<file path="src/rtl/spi_regfile_pkg.sv">
// Shared types and constants for the SPI slave register file.
package spi_regfile_pkg;

    typedef enum logic [2:0] {
        StIdle,
        StHdr,
        StIdx,
        StData,
        StSkip
    } spi_state_e;

    localparam int unsigned HDR_RW_BIT  = 7;
    localparam int unsigned HDR_ADR_MSB = 6;
    localparam int unsigned SYNC_STAGES = 3;

endpackage

</file>
<file path="src/rtl/spi_edge_sync.sv">
// Multi-flop synchroniser for an asynchronous pin, with level and edge strobes
// taken from the last two stages.
module spi_edge_sync
    import spi_regfile_pkg::*;
#(
    parameter logic RstVal = 1'b0
) (
    input  logic clk,
    input  logic rst,
    input  logic d_i,
    output logic lvl_o,
    output logic rise_o,
    output logic fall_o
);

    logic [SYNC_STAGES-1:0] sync_q;

    always_ff @(posedge clk) begin
        if (rst) begin
            sync_q <= {SYNC_STAGES{RstVal}};
        end else begin
            sync_q <= {sync_q[SYNC_STAGES-2:0], d_i};
        end
    end

    assign lvl_o  = sync_q[SYNC_STAGES-2];
    assign rise_o = sync_q[SYNC_STAGES-2] & ~sync_q[SYNC_STAGES-1];
    assign fall_o = ~sync_q[SYNC_STAGES-2] & sync_q[SYNC_STAGES-1];

endmodule

</file>
<file path="src/rtl/spi_slave_regfile.sv">
// SPI mode-0 slave with a small register file and a write-event handshake.
// Define SPI_REGFILE_BURST_EN to stream consecutive words to incrementing indices.
module spi_slave_regfile
    import spi_regfile_pkg::*;
#(
    parameter int unsigned DW      = 8,
    parameter int unsigned NREG    = 4,
    parameter logic [6:0]  DEV_ADR = 7'h01,
    parameter logic [31:0] RST_VAL = 32'h0
) (
    input  logic                 clk,
    input  logic                 rst,
    input  logic                 sclk_i,
    input  logic                 cs_i,
    input  logic                 mosi_i,
    output logic                 miso_o,
    output logic [NREG*DW-1:0]   regs_out_o,
    output logic                 wr_vld_o,
    output logic [7:0]           wr_idx_o,
    output logic [DW-1:0]        wr_data_o,
    input  logic                 wr_ack_i,
    output logic                 ovr_o
);

    localparam int unsigned IW = (NREG > 1) ? $clog2(NREG) : 1;

    logic sclk_rise, sclk_fall, sclk_lvl;
    logic cs_rise, cs_fall, cs_lvl;
    logic mosi_lvl, mosi_rise, mosi_fall;

    spi_edge_sync #(.RstVal(1'b0)) u_sync_sclk (
        .clk    (clk),
        .rst    (rst),
        .d_i    (sclk_i),
        .lvl_o  (sclk_lvl),
        .rise_o (sclk_rise),
        .fall_o (sclk_fall)
    );

    spi_edge_sync #(.RstVal(1'b1)) u_sync_cs (
        .clk    (clk),
        .rst    (rst),
        .d_i    (cs_i),
        .lvl_o  (cs_lvl),
        .rise_o (cs_rise),
        .fall_o (cs_fall)
    );

    spi_edge_sync #(.RstVal(1'b0)) u_sync_mosi (
        .clk    (clk),
        .rst    (rst),
        .d_i    (mosi_i),
        .lvl_o  (mosi_lvl),
        .rise_o (mosi_rise),
        .fall_o (mosi_fall)
    );

    spi_state_e      state_q, state_d;
    logic [5:0]      bit_cnt_q, bit_cnt_d;
    logic [7:0]      in_q, in_d;
    logic            rw_q, rw_d;
    logic [7:0]      idx_q, idx_d;
    logic [DW-1:0]   word_q, word_d;
    logic [DW-1:0]   shreg_q, shreg_d;
    logic [DW-1:0]   regs_q [NREG];
    logic            wr_en;

    logic            wr_vld_q, wr_vld_d;
    logic [7:0]      wr_idx_q, wr_idx_d;
    logic [DW-1:0]   wr_data_q, wr_data_d;
    logic            ovr_q, ovr_d;

    logic [7:0]      in_full;
    logic [DW-1:0]   word_full;

    assign in_full   = {in_q[6:0], mosi_lvl};
    assign word_full = {word_q[DW-2:0], mosi_lvl};

    function automatic logic idx_ok(input logic [7:0] i);
        return 32'(i) < NREG;
    endfunction

    // Out-of-range indices read as all-ones.
    function automatic logic [DW-1:0] rd_word(input logic [7:0] i);
        if (idx_ok(i)) begin
            return regs_q[i[IW-1:0]];
        end
        return '1;
    endfunction

    always_comb begin
        state_d   = state_q;
        bit_cnt_d = bit_cnt_q;
        in_d      = in_q;
        rw_d      = rw_q;
        idx_d     = idx_q;
        word_d    = word_q;
        shreg_d   = shreg_q;
        wr_en     = 1'b0;

        if (cs_fall) begin
            state_d   = StHdr;
            bit_cnt_d = '0;
        end else if (cs_rise) begin
            state_d = StIdle;
        end else begin
            unique case (state_q)
                StHdr: begin
                    if (sclk_rise) begin
                        in_d = in_full;
                        if (bit_cnt_q == 6'd7) begin
                            bit_cnt_d = '0;
                            rw_d      = in_full[HDR_RW_BIT];
                            state_d   = (in_full[HDR_ADR_MSB:0] == DEV_ADR) ? StIdx : StSkip;
                        end else begin
                            bit_cnt_d = bit_cnt_q + 6'd1;
                        end
                    end
                end
                StIdx: begin
                    if (sclk_rise) begin
                        in_d = in_full;
                        if (bit_cnt_q == 6'd7) begin
                            bit_cnt_d = '0;
                            idx_d     = in_full;
                            shreg_d   = rd_word(in_full);
                            state_d   = StData;
                        end else begin
                            bit_cnt_d = bit_cnt_q + 6'd1;
                        end
                    end
                end
                StData: begin
                    // The fall that opens a word must not shift: the MSB is sampled on its rise.
                    if (sclk_fall && bit_cnt_q != '0) begin
                        shreg_d = {shreg_q[DW-2:0], 1'b1};
                    end
                    if (sclk_rise) begin
                        word_d = word_full;
                        if (bit_cnt_q == 6'(DW - 1)) begin
                            bit_cnt_d = '0;
                            wr_en     = rw_q && idx_ok(idx_q);
`ifdef SPI_REGFILE_BURST_EN
                            idx_d   = (idx_q == 8'(NREG - 1)) ? 8'd0 : idx_q + 8'd1;
                            shreg_d = rd_word(idx_d);
`else
                            state_d = StSkip;
`endif
                        end else begin
                            bit_cnt_d = bit_cnt_q + 6'd1;
                        end
                    end
                end
                default: ;
            endcase
        end
    end

    always_comb begin
        wr_vld_d  = wr_vld_q;
        wr_idx_d  = wr_idx_q;
        wr_data_d = wr_data_q;
        ovr_d     = ovr_q;
        if (wr_en) begin
            wr_vld_d  = 1'b1;
            wr_idx_d  = idx_q;
            wr_data_d = word_full;
            if (wr_vld_q && !wr_ack_i) begin
                ovr_d = 1'b1;
            end
        end else if (wr_ack_i) begin
            wr_vld_d = 1'b0;
        end
    end

    always_ff @(posedge clk) begin
        if (rst) begin
            state_q   <= StIdle;
            bit_cnt_q <= '0;
            in_q      <= '0;
            rw_q      <= 1'b0;
            idx_q     <= '0;
            word_q    <= '0;
            shreg_q   <= '1;
            wr_vld_q  <= 1'b0;
            wr_idx_q  <= '0;
            wr_data_q <= '0;
            ovr_q     <= 1'b0;
        end else begin
            state_q   <= state_d;
            bit_cnt_q <= bit_cnt_d;
            in_q      <= in_d;
            rw_q      <= rw_d;
            idx_q     <= idx_d;
            word_q    <= word_d;
            shreg_q   <= shreg_d;
            wr_vld_q  <= wr_vld_d;
            wr_idx_q  <= wr_idx_d;
            wr_data_q <= wr_data_d;
            ovr_q     <= ovr_d;
        end
    end

    always_ff @(posedge clk) begin
        if (rst) begin
            for (int k = 0; k < int'(NREG); k++) begin
                regs_q[k] <= RST_VAL[DW-1:0];
            end
        end else if (wr_en) begin
            regs_q[idx_q[IW-1:0]] <= word_full;
        end
    end

    for (genvar k = 0; k < int'(NREG); k++) begin : g_regs_out
        assign regs_out_o[k*DW +: DW] = regs_q[k];
    end

    assign miso_o    = (state_q == StData && !rw_q) ? shreg_q[DW-1] : 1'b1;
    assign wr_vld_o  = wr_vld_q;
    assign wr_idx_o  = wr_idx_q;
    assign wr_data_o = wr_data_q;
    assign ovr_o     = ovr_q;

endmodule

</file>
<file path="config.mk">
export PLATFORM = sky130hd
export DESIGN_NAME = spi_slave_regfile
export DESIGN_NICKNAME = d
export VERILOG_FILES = /design/src/rtl/spi_regfile_pkg.sv /design/src/rtl/spi_edge_sync.sv /design/src/rtl/spi_slave_regfile.sv
export SDC_FILE = /design/constraint.sdc
export NUM_CORES = 1
export LEC_CHECK = 0
export ABC_AREA = 0
export CORE_UTILIZATION = 30
export CTS_CLUSTER_DIAMETER = 50
export DETAILED_ROUTE_END_ITERATION = 6
export GPL_TIMING_DRIVEN = 0
export SKIP_CTS_REPAIR_TIMING = 1
export SKIP_LAST_GASP = 1
export SLEW_MARGIN = 15
export SYNTH_ARGS = -nofsm -noshare
export SYNTH_HDL_FRONTEND = slang
export SYNTH_SLANG_ARGS = --single-unit
</file>
<file path="constraint.sdc">
create_clock -name clk -period 2.8 [get_ports clk]
set_input_delay 0.42 -clock clk [delete_from_list [all_inputs] [get_ports clk]]
set_output_delay 0.42 -clock clk [all_outputs]
set_load 0.01 [all_outputs]
</file>
==> results.tsv <==
stage	metric	value	unit
pwr	P per Cell Area	532	nW/um^2
finish	P&R area growth vs syn	25.0	%
setup_path	Worst Path Arrival	2260	ps
route	Routed WL	9700	um
clock_tree	Num CTS Buffers	9	
pwr	combinational share of power	5.0	%
global_routing	GRT met1 Usage	20.8	%
setup_path	Max stage delay cell, worst path	clkdlybuf4s50_1	
logic_synthesis	ys async rst share	0	%
clock_tree	Max Root-Sink Buffers	2	
timing	Fin. Hold Viols	0	
pwr	Design Power	2.74	mW
clock_tree	Clock Tree Root	clkbuf_16	
place	DP HPWL	6970	um
pwr	Clock power frac	40.3	%
global_routing	gr ovfl total	0	
clock_tree	H-tree Lvls	3	
route	drc violations	0	
floorplanning	Top Ports	57	
logic_synthesis	Yosys cell types	52	
finish	register area	2280	sq um
global_routing	largest net degree at the start of global routing	16	
setup_path	Worst Setup End Kind	primary output	
floorplanning	initial core utilization	30.9	%
place	worst slack, placed	124	ps
logic_synthesis	sequential area share after synthesis	55.3	%
pwr	internal power	2.15	mW
timing	setup ws final	119	ps
logic_synthesis	synth top area cells	dfxtp_1, edfxtp_1, mux2i_1	
route	WL per Instance	16.3	um
finish	share of layout cells above drive strength 1	11.9	%
pwr	Static Leak	1.83	nW
route	Final ANT Viol Nets	0	
timing	Worst Skew	8.39	ps
route	Iteration-0 DRC Markers	145	
logic_synthesis	Synth top area share	32.0	%
finish	Final nets	426	
global_routing	met3 usage	3.59	%
timing	Slew Viols, Final	0	
clock_tree	Clock Latency Late Sink	340	ps
timing	Worst Tran Pin Value	872	ps
finish	post-route cell area	5160	sq um
logic_synthesis	Synth warnings	0	
logic_synthesis	FF+latch count, synth	98	
global_routing	vias in the first global route	2856	
timing	Slew headroom	41.7	%
setup_path	crit path cell chain	clkbuf_1, nand3b_1, or3_1, clkdlybuf4s50_1	
logic_synthesis	Post-synth EDFFs	32	
global_routing	met2 usage	21.3	%
timing	worst hold margin	426	ps
run	MaxCap Viol Count	0	
pwr	NetSw	0.595	mW
logic_synthesis	Mapped Cells	350	
setup_path	CP delay by family, top	buffers and inverters	
route	vias after detailed routing	2892	
logic_synthesis	syn_nets	360	
floorplanning	Die Y-Extent	119	um
logic_synthesis	Syn Area/Cell	11.8	sq um
floorplanning	core area	13300	sq um
timing	setup TNS	0	ps
global_routing	GR Util All Layers	14.4	%
timing	RSZ-0062 raised after global routing	no	
clock_tree	TritonCTS Sinks	98	
setup_path	Worst Path Max Fanout	10	
logic_synthesis	Post-synth top flop	dfxtp_1	
finish	Post-Route Utilization	38.7	%
finish	area occupied by multi-input gates	1720	sq um
setup_path	CP Launch Type	register	
finish	Finished Layout Cells	597	
setup_path	required time of the critical path	2380	ps
global_routing	first-pass GRT wire length	15800	um
floorplanning	die width	119	um
worst_hold_path	hold crit path type	reg -> reg	
place	dpl cells	581	
global_routing	grt peak-use layer	met2	
pwr	Worst IR Drop VDD	0.330	mV
floorplanning	die area	14200	sq um
floorplanning	floorplan row count	42	
place	placed inst area	4900	sq um
clock_tree	Clock transition at path regs	60	ps
timing	achievable frequency	373	MHz
setup_path	CP max stage delay	480	ps
clock_tree	CTS tree	built	
timing	Final period util	95.8	%
setup_path	worst path bufs/invs	2	
status	status	complete, no violations	
logic_synthesis	Yosys top cell by area	dfxtp_1	
logic_synthesis	Synth Cell Area	4130	sq um
place	Port Buf Inserts	55	
setup_path	Crit Path Class	reg -> out	
timing	Period minus WS final	2680	ps
finish	fill count	1344	
global_routing	initial antenna violation count	0	
pwr	Switching Share	21.7	%
finish	number of inserted diodes	0	
place	Routability Congestion	0.821	
pwr	sequential fraction of design power	54.6	%
timing	final setup vio count	0	
route	drt pass-1 iters	4	
route	drt via density	4.84	
## registers in the layout, summed over array words and instances (netlist names)
register / count
regs_q: 32
u_sync_cs.sync_q: 3
in_q: 7
wr_data_o: 8
wr_idx_o: 8
state_q: 3
u_sync_mosi.sync_q: 2
ovr_o: 1
wr_vld_o: 1
bit_cnt_q: 6
u_sync_sclk.sync_q: 3
shreg_q: 8
idx_q: 8
word_q: 7
rw_q: 1
## final timing paths
| check | slack (ps) | cells after the start | endpoint | from |
|---|---|---|---|---|
| worst max register to register | 190 | 6 | regs_q[2][5] | u_sync_cs.sync_q[1] |
| worst min-delay path | 430 | 1 | u_sync_cs.sync_q[1] | u_sync_cs.sync_q[0] |
| worst min register to register | 430 | 1 | u_sync_cs.sync_q[1] | u_sync_cs.sync_q[0] |
| worst max-delay path | 120 | 4 | miso_o | state_q[0] |
## cells in the mapped netlist (2+ instances only)
cell type  instances
clkbuf_1          15
nor3b_1            2
buf_2              2
xnor2_1            4
nand3_1            5
o21ai_1            2
ha_1               4
nand2b_1           7
or4_1              3
and3b_1            2
nor4b_1            2
nand4bb_1          2
a31oi_1            8
o21ba_2            2
buf_1              2
nor2_1            30
dfxtp_1           66
a22o_1             7
mux4_2             8
nand2_1            5
nor4_4             3
or2_2              6
edfxtp_1          32
and2_1            34
buf_6              3
o21ai_0            5
and2_2             6
o21bai_1           3
mux2i_1           24
inv_1              5
or3_1              4
o22ai_1            7
nor3_1             8
o31ai_1            3
a21oi_1            3
a22o_2             3
nor2b_1            6
nor4_1             3
## per-layer routing
metal	up-vias	share of wire [%]
li1	1396	-
met1	1408	50
met2	79	43
met3	9	5.1
met4	0	1.2
met5	-	0
## power by group through the flow
stage / Sequential (mW) / Clock [mW] / Combinational, mW
after detailed placement: 1.53 / 0 / 0.138
after global placement: 1.53 / 0 / 0.138
after floorplan: 1.53 / 0 / 0.0683
final: 1.50 / 1.11 / 0.138
after CTS: 1.50 / 1.13 / 0.139
after global routing: 1.50 / 1.19 / 0.149
## final cells by class
type | count | area share, %
Inverter | 5 | 0.364
Sequential cell | 98 | 44.2
Clock inverter | 3 | 0.339
Clock buffer | 13 | 4.65
Buffer | 22 | 2.08
Tap cell | 176 | 4.27
Multi-Input combinational cell | 225 | 33.4
Timing Repair Buffer | 55 | 10.7
## cell families after synthesis
logic type | share of synthesized area (%)
buffers and inverters | 3.06
multiplexers | 10.2
flip-flops | 55.3
AND/OR/NAND/NOR | 20.9
XOR/XNOR | 1.06
adder cells (fa/ha/maj) | 1.21
AO/OA/AOI/OAI | 8.30
## cells in the final DEF, fill, tap and decap left out, types with 4 or more instances in the layout
master and instances:
mux2i_1 24, nor2_1 30, and2_2 6, mux4_2 8
clkbuf_1 19, a31oi_1 8, a22o_1 7, clkdlybuf4s50_1 55
o22ai_1 7, nor2b_1 6, xnor2_1 4, or3_1 4
clkbuf_16 9, ha_1 4, or2_2 6, and2_1 34
nand2_1 5, nand3_1 5, inv_1 5, dfxtp_1 66
nand2b_1 7, nor3_1 8, o21ai_0 5, edfxtp_1 32
## worst register-to-register path, stage by stage (launching register included)
cell and delay, ps:
dfxtp_1 360, inv_1 60, ha_1 290, or3_1 370, clkbuf_1 280, nor4_4 600
or2_2 350
Power figures use the tool's default switching activity.
==> RTL change 1: new RTL, same settings <==
The parameter `NREG` goes from 4 to 8.
--- a/src/rtl/spi_slave_regfile.sv
+++ b/src/rtl/spi_slave_regfile.sv
@@ -6,3 +6,3 @@
     parameter int unsigned DW      = 8,
-    parameter int unsigned NREG    = 4,
+    parameter int unsigned NREG    = 8,
     parameter logic [6:0]  DEV_ADR = 7'h01,
Ports: changed (resized regs_out_o); port bits go from 57 to 89. No check against the original RTL was run, so the function may have changed too.
==> RTL change 1 against the original RTL <==
  * The flow now finishes with violations (design-rule violations)
  * Sequential cell count increased by 32
  * Global-route usage increased by 2.5 points
  * Sequential power increased by 37%
  * Total power increased by 63%
  * Largest cell class unchanged
  * Setup slack improved by 1.2 ps
  * Utilization increased by 2.6 points
  * Synthesized area increased by 36%
  * Routed wire length increased by 64%
  * Design area increased by 45%
  * Largest power group is now clock
==> RTL change 1: results (changes against the original RTL) <==
<table>
<tr><th>Metric</th><th>Value</th></tr>
<tr><th colspan="2">Run status</th></tr>
<tr><td>Run status</td><td>finished with violations (was finished, final reports clean)</td></tr>
<tr><td>Failing checks</td><td>design-rule violations</td></tr>
<tr><th colspan="2">Logic synthesis</th></tr>
<tr><td>Largest cells by area after synthesis</td><td>edfxtp_1 34%, dfxtp_1 24%, mux2i_1 7.1%, nor2_1 6.5%, mux4_2 2.8% (was dfxtp_1 32%, edfxtp_1 23%, mux2i_1 5.8%, and2_1 5.2%, mux4_2 4.4%)</td></tr>
<tr><td>Syn nets</td><td>528 (was 360)</td></tr>
<tr><td>Leading post-synthesis cells by instance count</td><td>98 x nor2_1, 66 x dfxtp_1, 64 x edfxtp_1, 40 x mux2i_1, 26 x clkbuf_1 (was 66 x dfxtp_1, 34 x and2_1, 32 x edfxtp_1, 30 x nor2_1, 24 x mux2i_1)</td></tr>
<tr><td>Area share of fa/ha/maj cells after synthesis</td><td>0.8903% (was 1.212%)</td></tr>
<tr><td>XOR/XNOR Fraction of Synth Area</td><td>0.6232% (was 1.061%)</td></tr>
<tr><th colspan="2">Placed design</th></tr>
<tr><td>Post-placement cell count</td><td>836 (was 581)</td></tr>
<tr><td>Worst slack after detailed placement</td><td>-495.7 ps (was 123.6 ps)</td></tr>
<tr><td>Placer Congestion</td><td>0.8346 (was 0.8213)</td></tr>
<tr><td>Final HPWL from detailed placement</td><td>11.59 mm (was 6.972 mm)</td></tr>
<tr><th colspan="2">Route</th></tr>
<tr><td>Via density</td><td>5.100 (was 4.844)</td></tr>
<tr><td>Residual DRC count</td><td>7 (was 0)</td></tr>
<tr><td>Number of violations reported at the end of detailed-routing iteration 0</td><td>458 (was 145)</td></tr>
<tr><td>Total met3 wirelength after detailed routing</td><td>1.169 mm (was 497 µm)</td></tr>
<tr><th colspan="2">Global routing</th></tr>
<tr><td>First-pass GRT wire length</td><td>24.63 mm (was 15.83 mm)</td></tr>
<tr><th colspan="2">STA</th></tr>
<tr><td>Clock tree skew after final layout</td><td>9.836 ps (was 8.394 ps)</td></tr>
<tr><td>Min Hold Slack</td><td>412.7 ps (was 425.7 ps)</td></tr>
<tr><td>Worst Tran Pin Value</td><td>760.0 ps (was 872.0 ps)</td></tr>
<tr><th colspan="2">Critical path</th></tr>
<tr><td>Cell family with the largest share of critical-path delay</td><td>simple AND/OR/NAND/NOR gates (was buffers and inverters)</td></tr>
<tr><td>Cell depth of the worst flop-to-flop path</td><td>7 (was 6)</td></tr>
<tr><td>Highest-delay cell along the critical path</td><td>nor4bb_4 (was clkdlybuf4s50_1)</td></tr>
<tr><th colspan="2">Cells and area</th></tr>
<tr><td>Layout net count</td><td>639 (was 426)</td></tr>
<tr><th colspan="2">Clock network</th></tr>
<tr><td>Cts bufs inserted</td><td>17 (was 9)</td></tr>
<tr><td># H-tree levels</td><td>4 (was 3)</td></tr>
</table>
-- RTL change 1: cell types whose count changed after synthesis, moves of 9 or more --
| cell | unedited run | this run |
|---|---|---|
| a21oi_1 | 3 | 25 |
| and2_1 | 34 | 1 |
| clkbuf_1 | 15 | 26 |
| edfxtp_1 | 32 | 64 |
| mux2i_1 | 24 | 40 |
| nand2_1 | 5 | 16 |
| nand3_1 | 5 | 20 |
| nor2_1 | 30 | 98 |
| nor2b_1 | 6 | 16 |
| o21ai_0 | 5 | 14 |
-- RTL change 1: per-layer routing --
| metal | GRT usage (%) | up-vias |
|---|---|---|
| li1 | - | 2100 |
| met1 | 22.56 | 2120 |
| met2 | 25.84 | 190 |
| met3 | 3.798 | 32 |
| met4 | 9.006 | 0 |
| met5 | 0 | - |
-- RTL change 1: layout make-up --
type	count	area, µm²
Inverter	7	26.28
Multi-Input combinational cell	346	2246
Tap cell	229	286.5
Fill cell	1745	10670
Buffer	35	161.4
Clock buffer	20	480.5
Sequential cell	130	3243
Clock inverter	12	116.4
Timing Repair Buffer	92	920.9
-- RTL change 1: power breakdown --
part	total, mW	leakage [nW]	internal (mW)	switching, mW
clock	2.22	0.300	1.34	0.872
combinational	0.209	1.17	0.102	0.107
sequential	2.05	1.19	2.03	0.0240
total	4.48	2.67	3.48	1.00
-- RTL change 1: worst max-delay path by stage --
stage,slack [ps],end,cells past startpoint,startpoint
4_1_cts,-500,regs_q[6][4],7,u_sync_cs.sync_q[2]
3_3_place_gp,-1120,regs_q[6][4],6,u_sync_cs.sync_q[1]
2_1_floorplan,50,regs_q[6][0],6,u_sync_cs.sync_q[2]
5_1_grt,-1,regs_q[2][7],4,idx_q[4]
6_report,120,regs_q[7][7],7,u_sync_cs.sync_q[2]
3_5_place_dp,-500,regs_q[6][4],7,u_sync_cs.sync_q[2]
==> RTL change 2: new RTL, config.mk and constraints unchanged <==
Made on the original files. Encoding of `spi_state_e`: now one-hot (5 bits for 5 states).
--- a/src/rtl/spi_regfile_pkg.sv
+++ b/src/rtl/spi_regfile_pkg.sv
@@ -3,8 +3,8 @@
 
-    typedef enum logic [2:0] {
-        StIdle,
-        StHdr,
-        StIdx,
-        StData,
-        StSkip
+    typedef enum logic [4:0] {
+        StIdle = 5'b00001,
+        StHdr  = 5'b00010,
+        StIdx  = 5'b00100,
+        StData = 5'b01000,
+        StSkip = 5'b10000
     } spi_state_e;
Behaviour: no difference found for any inputs over 10 cycles, from zero or initial values and one cycle with rst high; not proved beyond that.
==> RTL change 2 against the original RTL <==
  * The run now ends with negative setup slack left
  * Routed wire length grew 32%
  * Sequential cell count grew 2
  * First-iteration DRC count grew 130%
  * Clock power grew 8%
  * Synthesized area grew 7.7%
  * Setup slack lost 140 ps
  * Register-to-register slack lost 80 ps
  * Combinational power grew 23%
  * Critical path type unchanged
  * Design area grew 8.5%
  * Critical endpoint unchanged
  * Total power grew 5.8%
  * Non-clock buffer count grew 13
  * Largest power group unchanged
==> RTL change 2: results (changes against the original RTL) <==
<table>
<tr><th>Metric</th><th>Value</th></tr>
<tr><th colspan="2">Run status</th></tr>
<tr><td>Run status</td><td>finished with violations (was finished, final reports clean)</td></tr>
<tr><td>Failing checks</td><td>negative setup slack</td></tr>
<tr><th colspan="2">Cells and area</th></tr>
<tr><td>Multi-input comb cells</td><td>289 (was 225)</td></tr>
<tr><td>Fraction of layout cells with a size suffix above 1</td><td>11.57% (was 11.88%)</td></tr>
<tr><td>Post-Route Utilization</td><td>38.69% (was 38.67%)</td></tr>
<tr><td>Share of final layout cell area taken by non-clock buffers</td><td>12.96% (was 12.75%)</td></tr>
<tr><td>Fill cell count</td><td>1,435 (was 1,344)</td></tr>
<tr><td>Number of non-clock inverters in the layout</td><td>15 (was 5)</td></tr>
<tr><th colspan="2">Route</th></tr>
<tr><td>Total met3 wirelength after detailed routing</td><td>875 µm (was 497 µm)</td></tr>
<tr><td>Met2 wirelength from detailed routing</td><td>6.034 mm (was 4.190 mm)</td></tr>
<tr><th colspan="2">Logic synthesis</th></tr>
<tr><td>Leading post-synthesis cells by instance count</td><td>68 x dfxtp_1, 34 x a21oi_1, 32 x edfxtp_1, 31 x o21ai_0, 29 x clkbuf_1 (was 66 x dfxtp_1, 34 x and2_1, 32 x edfxtp_1, 30 x nor2_1, 24 x mux2i_1)</td></tr>
<tr><td>Syn nets</td><td>446 (was 360)</td></tr>
<tr><td>Sequential area share after synthesis</td><td>52.24% (was 55.27%)</td></tr>
<tr><td>Compound-gate portion of the synthesized area</td><td>14.78% (was 8.303%)</td></tr>
<tr><th colspan="2">Placed design</th></tr>
<tr><td>DP Area</td><td>0.005226 mm² (was 0.004900 mm²)</td></tr>
<tr><td>Placer Congestion</td><td>0.8344 (was 0.8213)</td></tr>
<tr><td>Worst slack after detailed placement</td><td>-633.7 ps (was 123.6 ps)</td></tr>
<tr><th colspan="2">STA</th></tr>
<tr><td>Final-report setup violation count</td><td>1 (was 0)</td></tr>
<tr><td>Clock tree skew after final layout</td><td>10.17 ps (was 8.394 ps)</td></tr>
<tr><td>Sum of negative setup slack</td><td>-19.85 ps (was 0 ps)</td></tr>
<tr><td>Smallest setup slack after layout</td><td>-19.85 ps (was 118.6 ps)</td></tr>
<tr><td>Worst Tran Pin Value</td><td>1013 ps (was 872.0 ps)</td></tr>
<tr><th colspan="2">Global routing</th></tr>
<tr><td>Met2 GRT Util</td><td>27.64% (was 21.33%)</td></tr>
<tr><td>Pin count of the biggest net entering global routing</td><td>19 (was 16)</td></tr>
<tr><td>GR met3 Demand/Resource</td><td>5.311% (was 3.592%)</td></tr>
<tr><th colspan="2">Floorplanning</th></tr>
<tr><td>Die ar.</td><td>0.01531 mm² (was 0.01424 mm²)</td></tr>
<tr><th colspan="2">Power</th></tr>
<tr><td>Power density over the cells</td><td>518.1 mW/mm² (was 531.7 mW/mm²)</td></tr>
<tr><td>Combinational group power</td><td>0.170 mW (was 0.138 mW)</td></tr>
<tr><th colspan="2">Critical path</th></tr>
<tr><td>Data arrival time at the worst-slack endpoint</td><td>2400 ps (was 2260 ps)</td></tr>
</table>
RTL change 2: cell count changes after synthesis, moves of 14 or more:
cell / before / now
nor4_1: 3 / 23
nor2_1: 30 / 12
mux2i_1: 24 / 7
a21oi_1: 3 / 34
nor3_1: 8 / 23
and2_1: 34 / 3
o21ai_0: 5 / 31
clkbuf_1: 15 / 29
nand3_1: 5 / 22
nand2_1: 5 / 19
RTL change 2: metrics by stage:
step	hold WS (ps)	std cells
3_3_place_gp	400.4	675
5_1_grt	418.9	694
2_1_floorplan	389.5	436
6_report	411.0	694
3_5_place_dp	393.0	675
4_1_cts	411.9	691
RTL change 2: worst paths after layout:
kind                                            end  slack (ps)  depth (start not counted)
worst max register to register         regs_q[0][0]         110                          7
worst min register to register  u_sync_cs.sync_q[1]         410                          1
worst max-delay path                         miso_o         -20                          6
worst min-delay path            u_sync_cs.sync_q[1]         410                          1
